`src/rtl/ct_ifu_icache_pkg.sv`:
```
// Shared definitions for the IFU icache refill write sequencer.
// Holds refill FSM encoding, array geometry and line/beat index field positions.
// Pure declarations and one index-building helper; no logic state lives here.
package ct_ifu_icache_pkg;

  // Array geometry
  localparam int BEATS  = 4;    // 128-bit beats per refill line
  localparam int DATA_W = 128;  // beat / array data width
  localparam int IDX_W  = 16;   // icache index width
  localparam int CNT_W  = 2;    // beat counter width, covers 0..BEATS-1

  // Index field layout: the beat number sits just above the 8-byte offset bits
  // and the line address occupies the rest of the index.
  localparam int BEAT_LSB = 3;
  localparam int BEAT_MSB = 4;
  localparam int LINE_LSB = 5;
  localparam int LINE_MSB = 15;
  localparam int LINE_W   = LINE_MSB - LINE_LSB + 1;

  localparam logic [CNT_W-1:0] LAST_BEAT = CNT_W'(BEATS - 1);

  typedef enum logic [1:0] {
    ST_IDLE  = 2'b00,
    ST_WRITE = 2'b01,
    ST_DONE  = 2'b10
  } refill_st_e;

  // SRAM index for one beat of a line: {line, beat, 3'b0}
  function automatic logic [IDX_W-1:0] beat_index(
    input logic [LINE_W-1:0] line,
    input logic [CNT_W-1:0]  beat
  );
    beat_index = {line, beat, {BEAT_LSB{1'b0}}};
  endfunction

endpackage

```
`src/rtl/ct_ifu_icache_refill_wr_sram_ctrl_reg.sv`:
```
// Output register stage for the icache data-array controls (both ways).
// Latency: next-cycle values presented at t appear on the SRAM pins at t+1.
// Backpressure: none; index and din only update when their load strobe is set.
//
// Ports:
//   i_clk, i_rst                 clock, synchronous active-high reset
//   i_cen_b0/i_clk_en0           way0 chip enable (active low) / clock enable, next cycle
//   i_cen_b1/i_clk_en1           way1 chip enable (active low) / clock enable, next cycle
//   i_wen_b                      shared write enable (active low), next cycle
//   i_idx_ld/i_idx               load strobe and value for the shared index
//   i_din_ld/i_din               load strobe and value for the shared write data
//   o_*                          registered versions driven to the array wrappers
module ct_ifu_icache_refill_wr_sram_ctrl_reg
  import ct_ifu_icache_pkg::*;
(
  input  logic              i_clk,
  input  logic              i_rst,
  input  logic              i_cen_b0,
  input  logic              i_clk_en0,
  input  logic              i_cen_b1,
  input  logic              i_clk_en1,
  input  logic              i_wen_b,
  input  logic              i_idx_ld,
  input  logic [IDX_W-1:0]  i_idx,
  input  logic              i_din_ld,
  input  logic [DATA_W-1:0] i_din,
  output logic              o_cen_b0,
  output logic              o_clk_en0,
  output logic              o_cen_b1,
  output logic              o_clk_en1,
  output logic              o_wen_b,
  output logic [IDX_W-1:0]  o_idx,
  output logic [DATA_W-1:0] o_din
);

  logic              r_cen_b0;
  logic              r_clk_en0;
  logic              r_cen_b1;
  logic              r_clk_en1;
  logic              r_wen_b;
  logic [IDX_W-1:0]  r_idx;
  logic [DATA_W-1:0] r_din;

  // Enables are rewritten every cycle so an idle cycle always parks the arrays.
  always_ff @(posedge i_clk) begin
    if (i_rst) begin
      r_cen_b0  <= 1'b1;
      r_clk_en0 <= 1'b0;
      r_cen_b1  <= 1'b1;
      r_clk_en1 <= 1'b0;
      r_wen_b   <= 1'b1;
    end else begin
      r_cen_b0  <= i_cen_b0;
      r_clk_en0 <= i_clk_en0;
      r_cen_b1  <= i_cen_b1;
      r_clk_en1 <= i_clk_en1;
      r_wen_b   <= i_wen_b;
    end
  end

  // Index and data hold across idle cycles to avoid needless toggling on the
  // wide array buses.
  always_ff @(posedge i_clk) begin
    if (i_rst) begin
      r_idx <= '0;
      r_din <= '0;
    end else begin
      if (i_idx_ld) begin
        r_idx <= i_idx;
      end
      if (i_din_ld) begin
        r_din <= i_din;
      end
    end
  end

  assign o_cen_b0  = r_cen_b0;
  assign o_clk_en0 = r_clk_en0;
  assign o_cen_b1  = r_cen_b1;
  assign o_clk_en1 = r_clk_en1;
  assign o_wen_b   = r_wen_b;
  assign o_idx     = r_idx;
  assign o_din     = r_din;

endmodule

```
`src/rtl/ct_ifu_icache_refill_wr.sv`:
```
// Sequences L2 refill-line writes and fetch reads onto the two icache data arrays.
// Latency: a beat or fetch accepted at t drives the SRAM controls at t+1.
// Backpressure: refill beats always win; fetch is granted only in slots with no beat.
//
// Ports:
//   forever_cpuclk, cpurst          clock, synchronous active-high reset
//   refill_req_*                    line request (index[15:5], way) with vld/rdy
//   refill_data_*                   128-bit beat stream with vld/rdy
//   refill_abort                    drops an in-flight line, no done pulse
//   refill_done / refill_busy       completion pulse / line in progress
//   fetch_req_vld, fetch_index      fetch read request; fetch_grant is combinational
//   ifu_icache_*                    registered SRAM controls for array0/array1
module ct_ifu_icache_refill_wr
  import ct_ifu_icache_pkg::*;
(
  input  logic              forever_cpuclk,
  input  logic              cpurst,
  input  logic              refill_req_vld,
  input  logic [IDX_W-1:0]  refill_req_index,
  input  logic              refill_req_way,
  output logic              refill_req_rdy,
  input  logic              refill_data_vld,
  input  logic [DATA_W-1:0] refill_data,
  output logic              refill_data_rdy,
  input  logic              refill_abort,
  output logic              refill_done,
  output logic              refill_busy,
  input  logic              fetch_req_vld,
  input  logic [IDX_W-1:0]  fetch_index,
  output logic              fetch_grant,
  output logic [IDX_W-1:0]  ifu_icache_index,
  output logic              ifu_icache_data_array0_cen_b,
  output logic              ifu_icache_data_array0_clk_en,
  output logic              ifu_icache_data_array1_cen_b,
  output logic              ifu_icache_data_array1_clk_en,
  output logic              ifu_icache_data_wen_b,
  output logic [DATA_W-1:0] ifu_icache_data_din
);

  refill_st_e        r_state;
  refill_st_e        w_state_nxt;
  logic [CNT_W-1:0]  r_cnt;
  logic [CNT_W-1:0]  w_cnt_nxt;
  logic [LINE_W-1:0] r_line;
  logic              r_way;

  logic              w_req_hs;
  logic              w_beat_hs;

  // Next-cycle SRAM controls
  logic              w_cen_b0;
  logic              w_clk_en0;
  logic              w_cen_b1;
  logic              w_clk_en1;
  logic              w_wen_b;
  logic              w_idx_ld;
  logic [IDX_W-1:0]  w_idx;
  logic              w_din_ld;

  // Offset bits below the line field are not part of the line address.
  logic              w_unused_req_idx_lsb;
  assign w_unused_req_idx_lsb = ^refill_req_index[LINE_LSB-1:0];

  assign w_req_hs  = refill_req_vld  & refill_req_rdy;
  assign w_beat_hs = refill_data_vld & refill_data_rdy;

  // A beat owns the arrays next cycle; DONE is kept free so the final write
  // and the completion pulse never share a slot with a read.
  assign fetch_grant = fetch_req_vld & ~w_beat_hs & (r_state != ST_DONE);

  //--------------------------------------------------------------------------
  // Refill FSM
  //--------------------------------------------------------------------------
  always_ff @(posedge forever_cpuclk) begin
    if (cpurst) begin
      r_state <= ST_IDLE;
      r_cnt   <= '0;
    end else begin
      r_state <= w_state_nxt;
      r_cnt   <= w_cnt_nxt;
    end
  end

  // Line address and way are only meaningful while a line is in flight, so
  // they are captured on the request handshake without needing a reset.
  always_ff @(posedge forever_cpuclk) begin
    if (w_req_hs) begin
      r_line <= refill_req_index[LINE_MSB:LINE_LSB];
      r_way  <= refill_req_way;
    end
  end

  always_comb begin
    w_state_nxt     = r_state;
    w_cnt_nxt       = r_cnt;
    refill_req_rdy  = 1'b0;
    refill_data_rdy = 1'b0;
    refill_busy     = 1'b0;
    refill_done     = 1'b0;

    case (r_state)
      ST_IDLE: begin
        refill_req_rdy = 1'b1;
        if (refill_req_vld) begin
          w_state_nxt = ST_WRITE;
          w_cnt_nxt   = '0;
        end
      end

      ST_WRITE: begin
        refill_data_rdy = 1'b1;
        refill_busy     = 1'b1;
        if (refill_data_vld) begin
          if (r_cnt == LAST_BEAT) begin
            w_state_nxt = ST_DONE;
            w_cnt_nxt   = '0;
          end else begin
            w_cnt_nxt = r_cnt + 1'b1;
          end
        end
        // Abort overrides the beat's state effect; the beat itself is still
        // written because the SRAM path below only looks at the handshake.
        if (refill_abort) begin
          w_state_nxt = ST_IDLE;
          w_cnt_nxt   = '0;
        end
      end

      ST_DONE: begin
        refill_done = ~refill_abort;
        w_state_nxt = ST_IDLE;
        w_cnt_nxt   = '0;
      end

      default: begin
        w_state_nxt = ST_IDLE;
        w_cnt_nxt   = '0;
      end
    endcase
  end

  //--------------------------------------------------------------------------
  // Array port arbitration: refill beat > fetch read > idle
  //--------------------------------------------------------------------------
  always_comb begin
    w_cen_b0  = 1'b1;
    w_clk_en0 = 1'b0;
    w_cen_b1  = 1'b1;
    w_clk_en1 = 1'b0;
    w_wen_b   = 1'b1;
    w_idx_ld  = 1'b0;
    w_idx     = fetch_index;
    w_din_ld  = 1'b0;

    if (w_beat_hs) begin
      w_wen_b  = 1'b0;
      w_idx_ld = 1'b1;
      w_idx    = beat_index(r_line, r_cnt);
      w_din_ld = 1'b1;
      if (r_way) begin
        w_cen_b1  = 1'b0;
        w_clk_en1 = 1'b1;
      end else begin
        w_cen_b0  = 1'b0;
        w_clk_en0 = 1'b1;
      end
    end else if (fetch_grant) begin
      // Reads hit both ways so the tag compare can pick the hitting way later.
      w_cen_b0  = 1'b0;
      w_clk_en0 = 1'b1;
      w_cen_b1  = 1'b0;
      w_clk_en1 = 1'b1;
      w_idx_ld  = 1'b1;
    end
  end

  ct_ifu_icache_refill_wr_sram_ctrl_reg u_sram_ctrl_reg (
    .i_clk     (forever_cpuclk),
    .i_rst     (cpurst),
    .i_cen_b0  (w_cen_b0),
    .i_clk_en0 (w_clk_en0),
    .i_cen_b1  (w_cen_b1),
    .i_clk_en1 (w_clk_en1),
    .i_wen_b   (w_wen_b),
    .i_idx_ld  (w_idx_ld),
    .i_idx     (w_idx),
    .i_din_ld  (w_din_ld),
    .i_din     (refill_data),
    .o_cen_b0  (ifu_icache_data_array0_cen_b),
    .o_clk_en0 (ifu_icache_data_array0_clk_en),
    .o_cen_b1  (ifu_icache_data_array1_cen_b),
    .o_clk_en1 (ifu_icache_data_array1_clk_en),
    .o_wen_b   (ifu_icache_data_wen_b),
    .o_idx     (ifu_icache_index),
    .o_din     (ifu_icache_data_din)
  );

endmodule

```
`config.mk`:
```
export PLATFORM = sky130hd
export DESIGN_NAME = ct_ifu_icache_refill_wr
export DESIGN_NICKNAME = d
export VERILOG_FILES = /design/src/rtl/ct_ifu_icache_pkg.sv /design/src/rtl/ct_ifu_icache_refill_wr_sram_ctrl_reg.sv /design/src/rtl/ct_ifu_icache_refill_wr.sv
export SDC_FILE = /design/constraint.sdc
export NUM_CORES = 1
export LEC_CHECK = 0
export ABC_AREA = 1
export CAP_MARGIN = 20
export CORE_ASPECT_RATIO = 0.9
export CORE_MARGIN = 4
export CORE_UTILIZATION = 42
export DETAILED_ROUTE_END_ITERATION = 10
export PLACE_DENSITY = 0.81
export REMOVE_ABC_BUFFERS = 1
export SLEW_MARGIN = 40
export SYNTH_ARGS = -nofsm -noshare
export SYNTH_HDL_FRONTEND = slang
export SYNTH_SLANG_ARGS = --single-unit
```
`constraint.sdc`:
```
create_clock -name forever_cpuclk -period 2 [get_ports forever_cpuclk]
set_input_delay 0.4 -clock forever_cpuclk [delete_from_list [all_inputs] [get_ports forever_cpuclk]]
set_output_delay 0.4 -clock forever_cpuclk [all_outputs]
set_load 0.01 [all_outputs]
```
==> out/metrics.csv <==
metric;value;unit
status;completed;
Die X;133.8;microns
Placed Cells;1228;
post-synthesis sequential area ratio;57.19;%
final antenna-violating net count;0;
crit path launch;r_state[0];
Critical Path Fanout Max;4;
max cap viols;0;
Die H;121.3;microns
via count;5951;
leading cell type in the layout, fill and taps excluded;nand2_1;
maximum vdd ir drop;688.3;uV
worst endpoint required time;1.60;ns
Pwr Total;8.098;mW
area of the core;0.01400;sq mm
clock skew;0.007459;ns
CP Cell Sequence;inv_1 -> nand2_1 -> nand2_2 -> nor2_1 -> dlygate4sd2_1;
row cnt;41;
vias in the first global route;5608;
slowest stage cell, crit path;dfxtp_2;
PwrDens;818.0;mW/mm^2
Hold/Removal Path Class;reg2reg;
placed cell area;0.009308;sq mm
fin util;70.69;%
Pleak;3.660;nW
min-delay src;u_sram_ctrl_reg.o_din[104];
Synth Register Bits;165;
clk root buf;clkbuf_16;
Via density;4.723;
leading cell types in the layout, fill and taps excluded;nand2_1, clkdlybuf4s50_1, dfxtp_1;
Synth Cell Area;0.005986;sq mm
average size of a mapped cell;7.886;sq um
Final Max Tran Viols;0;
DRC Markers;0;
grt total ovfl;0;
Final Critical Period;1.837;ns
Critical Path End Type;output port;
setup bufs post-CTS;0;
fill count;1122;
Buf/Inv on CP;2;
period utilisation layout;91.85;%
proportion of layout cells with a drive suffix above 1;5.155;%
effective utilization at floorplan;42.74;%
die area;0.01623;sq mm
largest net degree at the start of global routing;87;
Top delay family on crit path;buffers and inverters;
# clock sinks;165;
clock-pin transition on the worst setup and hold timing paths;0.06;ns
Final #Nets;1222;
initial antenna violation count;0;
CP max stage delay;0.38;ns
first-pass GRT wire length;29170;microns
Initial DRT Pass Iterations;5;
Post-Synthesis Cells;759;
post-detail-place hpwl;13550;microns
Worst R2R Start;r_state[0];
Wirelength per Cell;15.46;microns
Critical Path AT;1.44;ns
DR iter-0 viols;337;
I/O Pins;321;
H-tree depth;4;
Area Growth Syn to Fin;65.38;%
Global Route Usage Sum;22.99;%
CP startpoint kind;register;
fin area;0.009899;sq mm
CTS Buf Count;17;
worst-skew pair later-pin latency;0.42;ns
CP Class;reg2out;
CTS tree;done;
final setup fails;0;
Cell variety after synth;19;
yosys warns;0;
Detailed Route WL;19480;microns
Slew HR;53.85;%
Worst-Margin Slew;0.6914;ns
Fin. Hold Viols;0;
maximum clock path buffer count;2;
RSZ-0062 raised after global routing;no;
gpl congestion;0.7821;
FMAX;0.5444;GHz
Antenna diodes;0;
IO buf count;315;
final std cells w/o fill;1260;
worst paths after layout:
kind / endpoint / slack [ns] / cells after the start
setup / recovery: fetch_grant / 0.16 / 5
hold / removal: u_sram_ctrl_reg.o_din[104] / 0.46 / 2
setup reg to reg: u_sram_ctrl_reg.o_clk_en1 / 0.36 / 9
hold reg to reg: u_sram_ctrl_reg.o_din[104] / 0.46 / 2
registers in the layout, indices dropped and copies added (netlist names), 2 cells and up:
name and cells:
r_line 11, r_cnt 2, u_sram_ctrl_reg.o_din 128, u_sram_ctrl_reg.o_idx 16
r_state 2
synthesized netlist by cell type, drive strengths merged:
cell | number | area, sq um
a21oi | 132 | 660.6
buf | 30 | 168.9
clkbuf | 25 | 93.84
dfxtp | 153 | 3063
edfxtp | 12 | 360.4
ha | 1 | 12.51
inv | 14 | 52.55
nand2 | 315 | 1185
nand3 | 8 | 45.04
nand3b | 13 | 97.59
nand4 | 13 | 81.33
nor2 | 40 | 150.1
nor3 | 1 | 5.000
o21ai | 2 | 10.01
report_power, final:
part | switching, mW | internal [mW]
Sequential | 0.0843 | 3.50
Combinational | 0.555 | 0.693
Clock | 1.32 | 1.94
Total | 1.96 | 6.14
area by class of cell:
| class | instances | area, sq um | area share (%) |
|---|---|---|---|
| Clock buffer | 21 | 470.5 | 4.752 |
| Tap cell | 193 | 241.5 | 2.439 |
| Inverter | 14 | 55.05 | 0.5561 |
| Clock inverter | 11 | 122.6 | 1.239 |
| Multi-Input combinational cell | 525 | 2257 | 22.80 |
| Timing Repair Buffer | 331 | 3327 | 33.61 |
| Sequential cell | 165 | 3426 | 34.61 |
tightest hold or removal path, delay by kind of cell, from the launching register on:
| kind | cells | cell delay (ns) |
|---|---|---|
| and+or+nand+nor | 1 | 0.06 |
| AOI/OAI and AO/OA | 1 | 0.05 |
| DFF | 1 | 0.31 |
per-stage QoR:
step | TNS (ns) | hold slack, ns | worst slack [ns]
3_3_place_gp | -0.06913 | 0.4505 | -0.06913
6_report | 0 | 0.4606 | 0.1630
3_5_place_dp | -0.06438 | 0.4542 | -0.06438
4_1_cts | 0 | 0.4643 | 0.1458
5_1_grt | 0 | 0.4789 | 0.04850
2_1_floorplan | -340.35 | 0.4691 | -2.697
metal layers:
metal | GRT usage (%) | wire length [microns]
met5 | 0 | 0
met4 | 7.262 | 280
met3 | 10.41 | 1855
met2 | 39.46 | 9903
met1 | 25.54 | 7436
kinds of logic after synthesis:
family,count (synthesis),synth area share [%]
AOI/OAI and AO/OA,134,11.20
buffers and inverters,69,5.268
adders and majority gates,1,0.2090
and+or+nand+nor,390,26.13
DFF,165,57.19
repair_timing:
action                                  CTS  global route
resized for setup                         8             0
hold buffers                              0             0
endpoints found under the setup margin    5             0
Power figures use the tool's default switching activity.
